<file path="src/rtl/unsigned_mul_8x8_ha_array_reducer.sv">
// rtl/unsigned_mul_8x8_ha_array_reducer.sv - two-stage exact weighted sum of four HA row-pair arrays
// Stage 1 folds array pairs, stage 2 forms the full sum; valid/ready with full backpressure.
module unsigned_mul_8x8_ha_array_reducer #(
  parameter int OUT_W            = 16,
  parameter int REG_OUT_ON_STALL = 1
) (
  input  logic             clk,
  input  logic             rst,
  input  logic             in_valid,
  output logic             in_ready,
  input  logic [6:0]       ha_array_0_b,
  input  logic [6:0]       ha_array_1_b,
  input  logic [6:0]       ha_array_2_b,
  input  logic [6:0]       ha_array_3_b,
  input  logic [8:0]       ha_array_0_t,
  input  logic [8:0]       ha_array_1_t,
  input  logic [8:0]       ha_array_2_t,
  input  logic [8:0]       ha_array_3_t,
  output logic             out_valid,
  input  logic             out_ready,
  output logic [OUT_W-1:0] product,
  output logic             ovf
);

  localparam int A_W = 10;
  // A + 4*A peaks at 5095, so the pair sums need 13 bits to stay exact.
  localparam int P_W = 13;
  localparam int S_W = OUT_W + 1;
  localparam logic HOLD_ON_STALL = (REG_OUT_ON_STALL != 0);

  function automatic logic [A_W-1:0] array_value(input logic [6:0] b, input logic [8:0] t);
    return A_W'(t) + A_W'({b, 2'b00});
  endfunction

  logic             s1_valid_q, s1_valid_d;
  logic             out_valid_q, out_valid_d;
  logic [P_W-1:0]   p01_q, p01_d;
  logic [P_W-1:0]   p23_q, p23_d;
  logic [OUT_W-1:0] product_q;
  logic             ovf_q;
  logic [S_W-1:0]   sum_d;
  logic             s2_adv;
  logic             in_accept;
  logic             s2_load;

  always_comb begin
    s2_adv      = !out_valid_q || out_ready || !HOLD_ON_STALL;
    in_ready    = !rst && (!s1_valid_q || s2_adv);
    in_accept   = in_valid && in_ready;
    s2_load     = s1_valid_q && s2_adv;
    s1_valid_d  = in_accept || (s1_valid_q && !s2_adv);
    out_valid_d = s2_load || (out_valid_q && !out_ready);
    p01_d = P_W'(array_value(ha_array_0_b, ha_array_0_t))
          + (P_W'(array_value(ha_array_1_b, ha_array_1_t)) << 2);
    p23_d = P_W'(array_value(ha_array_2_b, ha_array_2_t))
          + (P_W'(array_value(ha_array_3_b, ha_array_3_t)) << 2);
    sum_d = S_W'(p01_q) + (S_W'(p23_q) << 4);
  end

  always_ff @(posedge clk) begin
    if (rst) begin
      s1_valid_q  <= 1'b0;
      out_valid_q <= 1'b0;
      product_q   <= '0;
      ovf_q       <= 1'b0;
    end else begin
      s1_valid_q  <= s1_valid_d;
      out_valid_q <= out_valid_d;
      if (in_accept) begin
        p01_q <= p01_d;
        p23_q <= p23_d;
      end
      if (s2_load) begin
        product_q <= sum_d[OUT_W-1:0];
        ovf_q     <= sum_d[OUT_W];
      end
    end
  end

  assign out_valid = out_valid_q;
  assign product   = product_q;
  assign ovf       = ovf_q;

endmodule

</file>
<file path="config.mk">
export PLATFORM = sky130hd
export DESIGN_NAME = unsigned_mul_8x8_ha_array_reducer
export DESIGN_NICKNAME = d
export VERILOG_FILES = /design/src/rtl/unsigned_mul_8x8_ha_array_reducer.sv
export SDC_FILE = /design/constraint.sdc
export NUM_CORES = 1
export LEC_CHECK = 0
export ABC_AREA = 1
export CAP_MARGIN = 15
export CORE_MARGIN = 2
export CORE_UTILIZATION = 40
export CTS_CLUSTER_DIAMETER = 200
export DETAILED_ROUTE_END_ITERATION = 8
export PLACE_DENSITY = 0.65
export RECOVER_POWER = 100
export SLEW_MARGIN = 5
export SYNTH_ARGS = -nofsm -noshare
export SYNTH_HDL_FRONTEND = slang
export SYNTH_SLANG_ARGS = --single-unit
</file>
<file path="constraint.sdc">
create_clock -name clk -period 3.3 [get_ports clk]
set_clock_uncertainty 0.15 [all_clocks]
set_input_delay 0.33 -clock clk [delete_from_list [all_inputs] [get_ports clk]]
set_output_delay 0.33 -clock clk [all_outputs]
set_load 0.02 [all_outputs]
</file>
==> results of run 1 <==
## layout make-up
cell class | count | area [um^2]
inverters | 85 | 319
clock inverters | 2 | 17.5
repair buffers | 114 | 1080
well taps | 108 | 135
flip-flops and latches | 45 | 1160
multi-input cells | 327 | 2240
clock buffers | 6 | 93.8
fillers | 815 | 3770
## repair_timing
action / CTS / global route
gates resized for setup: 0 / 20
buffers inserted: 0 / 2
endpoints found under the setup margin: 0 / 8
## critical path, delay by kind of cell
family,cells,cell delay [ns]
fa+ha+maj,3,1.15
buf+inv,4,0.69
simple gates,8,0.57
xor+xnor,1,0.21
compound gates,1,0.08
## metal layers
layer,vias up,wire (um),track usage [%]
li1,1710,-,-
met1,1423,3400,19.2
met2,78,3560,26.9
met3,7,287,2.02
met4,0,103,4.74
met5,-,0,0
## registers in the layout, summed over array words and instances (netlist names)
name / cells
ovf: 1
product: 16
p01_q: 13
s1_valid_q: 1
p23_q: 13
out_valid: 1
## kinds of logic after synthesis
| family | after synthesis |
|---|---|
| xor gates and xnor gates | 24 |
| AOI/OAI and AO/OA | 51 |
| and+or+nand+nor | 196 |
| DFF | 45 |
| adders and majority gates | 56 |
| buffers and inverters | 88 |
## cell usage after synthesis
cell type    n
and3_1       1
xnor2_1      6
dfxtp_1     19
nor3b_1      1
nor2_2       2
xor2_1      18
buf_6        1
buf_2        1
nand3_1     31
o21a_1       1
nor2_1      43
o21ai_1      2
buf_4        1
nand4_1     11
a21oi_1     23
nand2_1    100
o21ai_0     14
inv_2        1
nand2_2      4
ha_1        37
inv_1       84
a31oi_1      4
a21o_1       3
nand3b_1     1
o21bai_1     4
edfxtp_1    26
fa_1        19
nand3_2      2
## power by group through the flow
stage | Clock, mW | Sequential [mW] | Combinational (mW)
floorplan | 0 | 0.772 | 0.765
global placement | 0 | 0.755 | 1.17
detailed placement | 0 | 0.758 | 1.20
CTS | 0.404 | 0.745 | 1.21
global route | 0.425 | 0.753 | 1.41
finish | 0.393 | 0.743 | 1.23
## final timing paths
path	startpoint	end	slack, ns
setup / recovery	ha_array_3_t[3]	p23_q[11]	0.18
hold / removal	s1_valid_q	out_valid	0.34
setup reg to reg	out_valid	p23_q[12]	1.10
hold reg to reg	s1_valid_q	out_valid	0.34
## metrics by stage
stage                     TNS [ns]  hold WS (ns)  std cells
after floorplan                  0         0.279        460
after global placement       -1.44         0.310        677
after detailed placement     -2.19         0.323        677
after CTS                        0         0.344        685
after global routing             0         0.363        687
final                            0         0.338        687
==> summary.txt, run 1 <==
Outcome
  • Status: complete, no violations

Pwr
  • Maximum vdd ir drop: 0.000197 V
  • Leak: 2.50 nW
  • Clock power frac: 16.6%
  • Comb power frac: 52.0%
  • Sw frac: 37.1%
  • Cell-internal power: 1.49 mW
  • Total power: 2.37 mW
  • Sw Pwr: 0.878 mW
  • PwrDens: 470 mW/mm^2
  • Flop pwr share: 31.4%

Timing
  • Final worst setup slack: 0.182 ns
  • Final worst-path cycle share: 94.5%
  • Worst slew pin tran: 1.33 ns
  • Fin. Hold Viols: 0
  • Final setup violation count: 0
  • Final critical-path required period: 3.12 ns
  • Pins Over Slew Limit: 0
  • Max frequency: 0.321 GHz
  • RSZ-0062 raised after global routing: no
  • Slew margin rel.: 11.5%

Synth
  • Avg Cell Area, Syn: 7.99 um^2
  • Compound-Gate Fraction of Synth Area: 7.62%
  • Fraction of synthesized area in multiplexers: 0%
  • Post-Syn Instances: 460
  • Area leader, netlist: edfxtp_1
  • Synthesis-stage register bit count: 45
  • Synth warn: 0
  • Post-Syn Area: 0.00368 mm^2
  • Yosys cell types: 28
  • Sequential area share after synthesis: 31.6%
  • Post-synthesis adder-cell area fraction: 22.9%
  • Net Count, Synth: 584
  • Simple-Gate Fraction of Synth Area: 22.8%
  • Post-synth top area share: 21.2%
  • Largest family of logic cells by synthesized area: adder cells
  • XOR/XNOR share of the synthesized area: 5.72%
  • Largest cells by area after synthesis: edfxtp_1 (21%), ha_1 (13%), dfxtp_1 (10%)

Worst setup path
  • Crit path max fanout: 4
  • Crit. End Element: flop
  • Most frequent CP cell: nand2_1
  • Crit path kind: primary input to flop
  • Critical Path AT: 3.03 ns
  • Worst path required time: 3.21 ns
  • Slowest stage delay, CP: 0.48 ns
  • CP max stage cell: clkdlybuf4s50_1
  • Depth of the most critical reg-to-reg path: 6
  • CP Launch Type: primary input
  • CP cell instances: clkdlybuf4s50_1 -> inv_1 -> fa_2 -> inv_2 -> a31oi_2 -> xor2_1 -> fa_1 -> ha_4 -> nand2_1 -> inv_1 -> nand4_1 -> nand3_1 -> nand2_1 -> nand2_1 -> nand2_1 -> nand2_1 -> nand2_1

Place
  • Post-DP HPWL: 6.12 mm
  • GP Congestion: 0.849
  • Place WS: -0.310 ns
  • Placed cell areas: 0.00485 mm^2
  • Port Buffers: 86

Finish
  • Area growth, synth to finish: 37.0%
  • Ant. Diodes: 0
  • Layout Nets: 702
  • Commonest non-fill, non-tap cell in the layout: nand2_1
  • Fraction of layout cells with a size suffix above 1: 9.67%
  • Most frequent cells in the layout: nand2_1 (100), inv_1 (81), clkdlybuf4s50_1 (54)
  • Post-Layout Inst Area: 0.00504 mm^2
  • Post-layout util: 57.2%

GRT
  • Initial antenna violation count: 0
  • GRT overflow: 0
  • Vias in the first global route: 3066
  • GRT Resource Usage Total: 15.2%
  • First-pass GRT wire length: 12.6 mm
  • Largest net degree at the start of global routing: 28

CTS
  • H-tree Lvls: 2
  • Post-CTS Hold Buffers: 0
  • Reg clk slew, reported paths: 0.09 ns
  • CTS tree: yes
  • Number of buffers created by CTS: 5
  • Max clock buf depth: 2
  • CTS root buf: clkbuf_8
  • Clock sink total: 45
  • Clock Latency Late Sink: 0.30 ns

Die
  • Core Footprint: 0.00881 mm^2
  • I/O pin cnt: 87
  • Die ar.: 0.00998 mm^2
  • Die height: 99.9 um
  • Num rows: 34
  • Chip width: 99.9 um
  • Starting Density: 41.8%

Detailed routing
  • Vias after detailed routing: 3218
  • Drt via density: 4.68
  • Drt wl/cell: 10.7 um
  • DRC viols: 0
  • DR pass1 iterations: 4
  • DRT iter0 DRCs: 88
  • Routed Antenna Nets: 0
  • WL final: 7.35 mm

Hold path
  • Worst min path class: flop to flop
  • Min-Delay Path Depth: 2

Flow run
  • Max Cap Viol: 0
Note: power is estimated with default switching activity, not from simulation.
==> run 2: changes to the inputs <==
--- a/config.mk
+++ b/config.mk
@@ -13,7 +13,6 @@
 export DETAILED_ROUTE_END_ITERATION = 8
 export PLACE_DENSITY = 0.65
 export RECOVER_POWER = 100
-export SLEW_MARGIN = 5
 export SYNTH_ARGS = -nofsm -noshare
 export SYNTH_HDL_FRONTEND = slang
 export SYNTH_SLANG_ARGS = --single-unit
==> results of run 2 <==
Same layout as run 1: the final DEF is identical, and so are final timing and power.
==> run 3: changes to the inputs <==
--- a/config.mk
+++ b/config.mk
@@ -6,7 +6,9 @@
 export NUM_CORES = 1
 export LEC_CHECK = 0
 export ABC_AREA = 1
+export ABC_CLOCK_PERIOD_IN_PS = 3300
 export CAP_MARGIN = 15
+export CORE_ASPECT_RATIO = 1.4
 export CORE_MARGIN = 2
 export CORE_UTILIZATION = 40
 export CTS_CLUSTER_DIAMETER = 200
==> run 3 against run 2 <==
- critical path depth unchanged
- maximum frequency decreased by 0.14%
- register-to-register slack improved by 0.04 ns
- die area up 0.11%
- clock power up 38%
- largest power group unchanged
- worst setup slack worse by 0.0043 ns
- non-clock buffer count shrank 2
- cell area is 1.3% higher
- combinational power about the same
- highest routed layer unchanged
- via count increased by 0.75%
- routed wire length is 1.1% lower
==> summary.txt, run 3 (synthesized netlist as in run 1, its figures left out) <==
Place
  • Post-DP HPWL: 5.97 mm (-2.3%)
  • Port Buffers: 86 (unchanged)
  • Placed cell areas: 0.00482 mm^2 (-0.49%)
  • Cells after DPL: 673 (-0.59%)
  • GP Congestion: 0.833 (-1.8%)
  • Place WS: -0.264 ns (+0.0459 ns)

Worst setup path
  • Worst path required time: 3.19 ns (-0.02 ns)
  • Most frequent CP cell: nand2_1
  • Crit. End Element: flop
  • Largest delay share family, worst path: adder cells
  • Crit path max fanout: 4 (unchanged)
  • CP cell instances: clkdlybuf4s50_1 -> ha_2 -> nand2_1 -> nand2_1 -> a31oi_4 -> xor2_2 -> fa_1 -> ha_4 -> nand2_1 -> inv_2 -> nand4_1 -> nand3_2 -> nand2_2 -> nand2_2 -> nand2_1 -> nand2_1 -> nand2_1
  • Critical Path AT: 3.01 ns (-0.02 ns)
  • Crit path kind: primary input to flop
  • Slowest stage delay, CP: 0.47 ns (about the same)
  • CP max stage cell: fa_1
  • CP Launch Type: primary input
  • CP bufs+invs: 2 (-2)

Finish
  • Ant. Diodes: 0 (unchanged)
  • Most frequent cells in the layout: nand2_1 (99), inv_1 (82), clkdlybuf4s50_1 (54)
  • FF+latch area: 0.00116 mm^2 (unchanged)
  • Layout Nets: 700 (-0.28%)
  • Final non-filler cell total: 684 (-0.44%)
  • Post-layout util: 56.9% (-0.35 points)
  • Footprint of the multi-input gates: 0.00226 mm^2 (+1.0%)
  • Post-Layout Inst Area: 0.00510 mm^2 (+1.3%)
  • Fill cells: 792 (-2.8%)
  • Commonest non-fill, non-tap cell in the layout: nand2_1
  • Fraction of layout cells with a size suffix above 1: 9.88% (+0.21 points)
  • Area growth, synth to finish: 38.8%
  • Max reg flops: 16 (unchanged)

CTS
  • CTS tree: yes
  • Max clock buf depth: 2 (unchanged)
  • Clock Latency Late Sink: 0.28 ns (-0.02 ns)
  • H-tree Lvls: 2 (unchanged)
  • Reg clk slew, reported paths: 0.06 ns (-0.03 ns)
  • Clock sink total: 45 (unchanged)
  • CTS root buf: clkbuf_16
  • Number of buffers created by CTS: 5 (unchanged)

Timing
  • RSZ-0062 raised after global routing: no
  • Final worst setup slack: 0.177 ns (-0.00426 ns)
  • Worst slew pin tran: 1.29 ns (-0.0396 ns)
  • Hold WS: 0.322 ns (-0.0162 ns)
  • Fin. Hold Viols: 0 (unchanged)
  • Final critical-path required period: 3.12 ns (+0.00426 ns)
  • Max frequency: 0.320 GHz (-0.14%)
  • Slew margin rel.: 14.1% (+2.6 points)
  • Fin Setup TNS: 0 ns (unchanged)
  • Final setup violation count: 0 (unchanged)
  • Final worst-path cycle share: 94.6% (+0.13 points)
  • Pins Over Slew Limit: 0 (unchanged)

Pwr
  • Maximum vdd ir drop: 0.000336 V (+71%)
  • PwrDens: 491 mW/mm^2 (+4.5%)
  • Total power: 2.51 mW (+5.9%)
  • Leak: 2.52 nW (+0.73%)

Outcome
  • Status: complete, no violations

GRT
  • Vias in the first global route: 3271 (+6.7%)
  • First-pass GRT wire length: 12.8 mm (+2.0%)
  • Initial antenna violation count: 0 (unchanged)
  • Largest net degree at the start of global routing: 28 (unchanged)
  • GRT Resource Usage Total: 15.2% (about the same)
  • GRT overflow: 0 (unchanged)

Detailed routing
  • DR pass1 iterations: 5 (+1)
  • Vias after detailed routing: 3242 (+0.75%)
  • DRT iter0 DRCs: 73 (-17%)
  • Routed Antenna Nets: 0 (unchanged)
  • Drt via density: 4.74 (+1.2%)
  • Drt wl/cell: 10.6 um (-0.64%)
  • DRC viols: 0 (unchanged)
  • WL final: 7.27 mm (-1.1%)

Hold path
  • Worst min path class: flop to flop

Die
  • I/O pin cnt: 87 (unchanged)
  • Core Footprint: 0.00898 mm^2 (+1.9%)
  • Die height: 117 um (+18%)
  • Starting Density: 41.0% (-0.80 points)
  • Num rows: 41 (+21%)
  • Chip width: 85.0 um (-15%)
  • Die ar.: 0.00999 mm^2 (+0.11%)

Flow run
  • Max Cap Viol: 0 (unchanged)
-- run 3: final timing paths --
kind | cells after the start | start | slack [ns] | end
setup / recovery | 17 | ha_array_1_b[3] | 0.18 | p01_q[11]
hold / removal | 2 | product[1] | 0.32 | product[1]
setup reg to reg | 6 | out_valid | 1.14 | p01_q[12]
hold reg to reg | 2 | product[1] | 0.32 | product[1]
-- run 3: worst reg2reg max path, stage by stage (launching register included) --
cell and delay [ns]:
dfxtp_1 0.31, nand2_1 0.09, nor2_1 0.05, inv_1 0.06
nand2_1 0.07, nor2_2 0.09, clkbuf_1 0.95
-- run 3: layer usage --
metal	global-route usage, %	part of all wire (%)	vias up
met5	0	0	-
met4	5.36	1.8	0
met3	1.54	3.1	11
met2	29.8	55	68
met1	16.2	40	1455
li1	-	-	1708
-- run 3: layout make-up --
type,instances,share of cell area (%)
Clock buffer,7,3.21
Clock inverter,1,0.147
Inverter,85,6.25
Multi-Input combinational cell,327,44.2
Sequential cell,45,22.7
Tap cell,107,2.62
Timing Repair Buffer,112,20.8
-- run 3: power by group --
group | switching, mW | leakage (nW) | internal, mW | total, mW
combinational | 0.643 | 2.04 | 0.577 | 1.22
clock | 0.196 | 0.0813 | 0.347 | 0.543
sequential | 0.0337 | 0.400 | 0.710 | 0.743
-- run 3: timing repair --
item	in CTS	in global routing
gates resized for setup	0	25
buffers inserted	0	3
hold buffers	0	0
endpoints found under the setup margin	0	8
